**src/rtl/period_meter.sv**
```systemverilog
// period_meter: measures the period of a slow asynchronous input in clock cycles, one measurement per start request.
// Latency: result one cycle after the closing rising edge. Backpressure: the result is held in DONE until out_ready; start is ignored outside IDLE.
module period_meter #(
    parameter int CNT_W       = 32,
    parameter int SYNC_STAGES = 2
) (
    input  logic             clock,
    input  logic             reset_n,
    input  logic             sig_in,
    input  logic             start,
    output logic             busy,
    output logic             out_valid,
    input  logic             out_ready,
    output logic [CNT_W-1:0] period,
    output logic             overflow
);

    typedef enum logic [1:0] {IDLE, ARM, COUNT, DONE} state_t;

    localparam logic [CNT_W-1:0] CNT_MAX = '1;
    localparam logic [CNT_W-1:0] CNT_ONE = CNT_W'(1);
    localparam logic [CNT_W-1:0] CNT_PRE = CNT_MAX - CNT_ONE;

    state_t                 state;
    logic [CNT_W-1:0]       cnt;
    logic [SYNC_STAGES-1:0] sync_q;
    logic                   hist_q;
    logic                   rise;

    always_ff @(posedge clock or negedge reset_n) begin
        if (!reset_n) begin
            sync_q <= '0;
            hist_q <= 1'b0;
        end else begin
            sync_q <= {sync_q[SYNC_STAGES-2:0], sig_in};
            hist_q <= sync_q[SYNC_STAGES-1];
        end
    end

    assign rise = sync_q[SYNC_STAGES-1] & ~hist_q;

    always_ff @(posedge clock or negedge reset_n) begin
        if (!reset_n) begin
            state     <= IDLE;
            cnt       <= '0;
            busy      <= 1'b0;
            out_valid <= 1'b0;
            period    <= '0;
            overflow  <= 1'b0;
        end else begin
            case (state)
                IDLE: begin
                    if (start) begin
                        state <= ARM;
                        cnt   <= '0;
                        busy  <= 1'b1;
                    end
                end
                ARM: begin
                    // A rise here is the opening edge; the count restarts so the closing rise reads the period.
                    if (rise) begin
                        state <= COUNT;
                        cnt   <= CNT_ONE;
                    end else if (cnt == CNT_PRE) begin
                        state     <= DONE;
                        cnt       <= CNT_MAX;
                        busy      <= 1'b0;
                        out_valid <= 1'b1;
                        period    <= CNT_MAX;
                        overflow  <= 1'b1;
                    end else begin
                        cnt <= cnt + CNT_ONE;
                    end
                end
                COUNT: begin
                    // Rise wins over timeout, so an all-ones count with a rise is a real (non-overflow) result.
                    if (rise) begin
                        state     <= DONE;
                        busy      <= 1'b0;
                        out_valid <= 1'b1;
                        period    <= cnt;
                        overflow  <= 1'b0;
                    end else if (cnt == CNT_MAX) begin
                        state     <= DONE;
                        busy      <= 1'b0;
                        out_valid <= 1'b1;
                        period    <= CNT_MAX;
                        overflow  <= 1'b1;
                    end else begin
                        cnt <= cnt + CNT_ONE;
                    end
                end
                DONE: begin
                    if (out_ready) begin
                        state     <= IDLE;
                        out_valid <= 1'b0;
                    end
                end
                default: begin
                    state     <= IDLE;
                    busy      <= 1'b0;
                    out_valid <= 1'b0;
                end
            endcase
        end
    end

endmodule

```
**config.mk**
```make
export PLATFORM = sky130hd
export DESIGN_NAME = period_meter
export DESIGN_NICKNAME = d
export VERILOG_FILES = /design/src/rtl/period_meter.sv
export SDC_FILE = /design/constraint.sdc
export NUM_CORES = 1
export LEC_CHECK = 0
export ABC_CLOCK_PERIOD_IN_PS = 2900
export CAP_MARGIN = 30
export CORE_ASPECT_RATIO = 1.1
export CORE_MARGIN = 2
export CORE_UTILIZATION = 30
export DETAILED_ROUTE_END_ITERATION = 16
export DONT_BUFFER_PORTS = 1
export GPL_TIMING_DRIVEN = 0
export SETUP_SLACK_MARGIN = 0.4
export SYNTH_ARGS = -nofsm -noshare
export SYNTH_HDL_FRONTEND = slang
export SYNTH_SLANG_ARGS = --single-unit
```
**constraint.sdc**
```tcl
create_clock -name clock -period 2.9 [get_ports clock]
set_input_delay 0.58 -clock clock [delete_from_list [all_inputs] [get_ports clock]]
set_output_delay 0.58 -clock clock [all_outputs]
set_load 0.1 [all_outputs]
```
==> out/results.ini <==
[outcome]
outcome=completed

[sta]
rsz0062_at_grt=true
finalSetupViolCount=0
hold_violations=0
clock_skew_ns=0.003902
period_share_pct=84.86
relSlewSlack_pct=39.12
slew_viol_final=0
max_slew.worst_pin.slew_ns=0.9131
fmax_mhz=406.3
finalCriticalPeriod_ns=2.461
setup_tns_ns=0

[critical_path]
cp_top_family=simple AND/OR/NAND/NOR gates
critPathKind=reg2reg
crit_fanout=7
cp-end-kind=register
path_cells=buf_4, ha_2, nand3_4, or4_1, buf_2, or3_1, a221oi_2, o22ai_1
critPathBufInv=2
cp.required_ns=3.09
r2r_slack_ns=0.44
critPathLaunchType=register
crit_arrival_ns=2.65
cpMaxStageDelayCell=or4_1
max_stage_delay_ns=0.53

[logic_synthesis]
ys_ff_latch=72
synthCells=374
synth-main-ff-cell=dfrtp_1
synth_top_family_by_area=compound AO/OA/AOI/OAI gates
synth-xor-area-share_pct=0
netlist_area_um2=3806
synth-compound-area-share_pct=29.32
avgSynthCellArea_um2=10.18
synth_mux_area_share_pct=0.8547
synth_fa_ha_area_share_pct=2.301
yosys_warnings=0
synth_seq_area_share_pct=47.34
synth_nets=386
ys_types=47
synth_edf_count=0
synth-simple-area-share_pct=15.22
async_flop_share_pct=100.0

[clock_tree]
cts_buffers=9
root_buffer=clkbuf_16
clk-insertion-delay-late_ns=0.34
h-tree-depth=3
cts_sinks=72
cts_buffer_depth=2
cts_tree=yes
clk_pin_slew_ns=0.05

[job]
drv_cap=0

[cells_and_area]
stdcell_count=565
drive_gt1_share_pct=23.28
nNetsFinal=415
final.fill_count=1240
final_cell_mix=dfrtp_1 (65), o22a_1 (38), o22ai_1 (21), buf_4 (16), a22o_1 (16)
diodes=0
final_common_cell=dfrtp_1
area_growth_pct=23.67

[global_route]
antenna_found_initial=0
met2_usage_pct=25.72
grt_pass1_vias=3177
gr-total-overflow=0
grt_pass1_wl_mm=18.02
grt_max_degree=73
use_met1_pct=22.52
gr-usage-all-layers_pct=16.85
gr-max-usage-layer=met2
gr-usage-met3_pct=4.378

[floorplanning]
die_area_um2=13610
initial_core_util_pct=30.49
die_h_um=122.1
num_rows=43
die_w_um=111.4
coreArea_um2=12480
ios=40

[route]
avgRoutedWirePerCell_um=20.21
detail-route-antenna-nets=0
drcViolationCount=0
vias_per_cell=6.067
firstDrtPassIters=5
wl_mm=11.42
drt-initial-drc-count=250
dr_total_vias=3428

[place]
gp_congestion=0.9245
dp.cells=531
port_buffers=0
hpwlAfterDp_mm=7.726

[hold_path]
hold_class=in2async

[registers in the layout, indices dropped and copies added (netlist names)]
register   flops
busy           1
cnt           32
hist_q         1
out_valid      1
overflow       1
period        32
state          2
sync_q         2
[layer usage]
metal / vias up / wire (µm)
li1: 1553 / -
met5: - / 0
met1: 1713 / 5002
met4: 0 / 347
met2: 133 / 5360
met3: 29 / 705
[logic make-up after synthesis]
| group | count (synthesis) |
|---|---|
| adder cells (fa/ha/maj) | 7 |
| flip-flops | 72 |
| multiplexers | 3 |
| buffers and inverters | 45 |
| AND/OR/NAND/NOR | 103 |
| AO/OA/AOI/OAI | 144 |
[synthesized netlist by cell type (7+ instances only)]
| cell type | instances | area share, % |
|---|---|---|
| clkbuf_1 | 22 | 2.2 |
| or3_1 | 9 | 1.5 |
| a21oi_1 | 11 | 1.4 |
| a221oi_1 | 9 | 2.1 |
| o22a_1 | 38 | 8.7 |
| nand4_1 | 14 | 2.3 |
| nand2b_1 | 8 | 1.3 |
| o22ai_1 | 22 | 3.6 |
| o31ai_1 | 9 | 1.8 |
| nor3_1 | 9 | 1.2 |
| ha_1 | 7 | 2.3 |
| inv_1 | 10 | 0.99 |
| nand3_1 | 12 | 1.6 |
| dfrtp_1 | 72 | 47 |
| nand2_1 | 11 | 1.1 |
| nor2_1 | 15 | 1.5 |
| a22o_1 | 16 | 3.7 |
| o41ai_1 | 11 | 2.5 |
| buf_2 | 8 | 1.1 |
[final cells by class]
cell class	instances	area (µm²)	area share (%)
timing repair buffer	18	177.7	3.775
tap	157	196.4	4.173
clock inverter	3	40.04	0.8506
multi-input combinational	257	1993	42.34
sequential	72	1810	38.46
clock buffer	13	260.3	5.529
buffer	35	191.4	4.067
inverter	10	37.54	0.7974
[final timing paths]
| path | endpoint | from | depth (start not counted) |
|---|---|---|---|
| worst max-delay path | cnt[22]$_DFFE_PN0P_ | cnt[0]$_DFFE_PN0P_ | 8 |
| worst min-delay path | period[24]$_DFFE_PN0P_ | reset_n | 1 |
| worst max register to register | cnt[22]$_DFFE_PN0P_ | cnt[0]$_DFFE_PN0P_ | 8 |
| worst min register to register | sync_q[1]$_DFF_PN0_ | sync_q[0]$_DFF_PN0_ | 0 |
| max in group asynchronous | cnt[4]$_DFFE_PN0P_ | reset_n | 1 |
| min in group clock | sync_q[0]$_DFF_PN0_ | sig_in | 0 |
[repair_timing]
action / CTS / global route
pin swaps: 1 / 5
hold buffers: 1 / 0
gates cloned: 0 / 1
resized for setup: 18 / 57
endpoints found under the setup margin: 69 / 63
buffers inserted: 2 / 14
hold endpoints to repair: 72 / 0
[through the flow]
stage,setup slack (ns),cell area [µm²],hold slack (ns),utilization [%]
5_1_grt,0.3627,4707,0.1640,37.71
3_3_place_gp,-0.01088,4003,0.2871,32.07
4_1_cts,0.3837,4414,0.1454,35.36
3_5_place_dp,-0.02171,4003,0.2867,32.07
6_report,0.4391,4707,0.1304,37.71
2_1_floorplan,0.6251,3806,0.2844,-
Power is not shown: default switching activity piles up to over one toggle a cycle in this logic, so the estimate is an artifact.
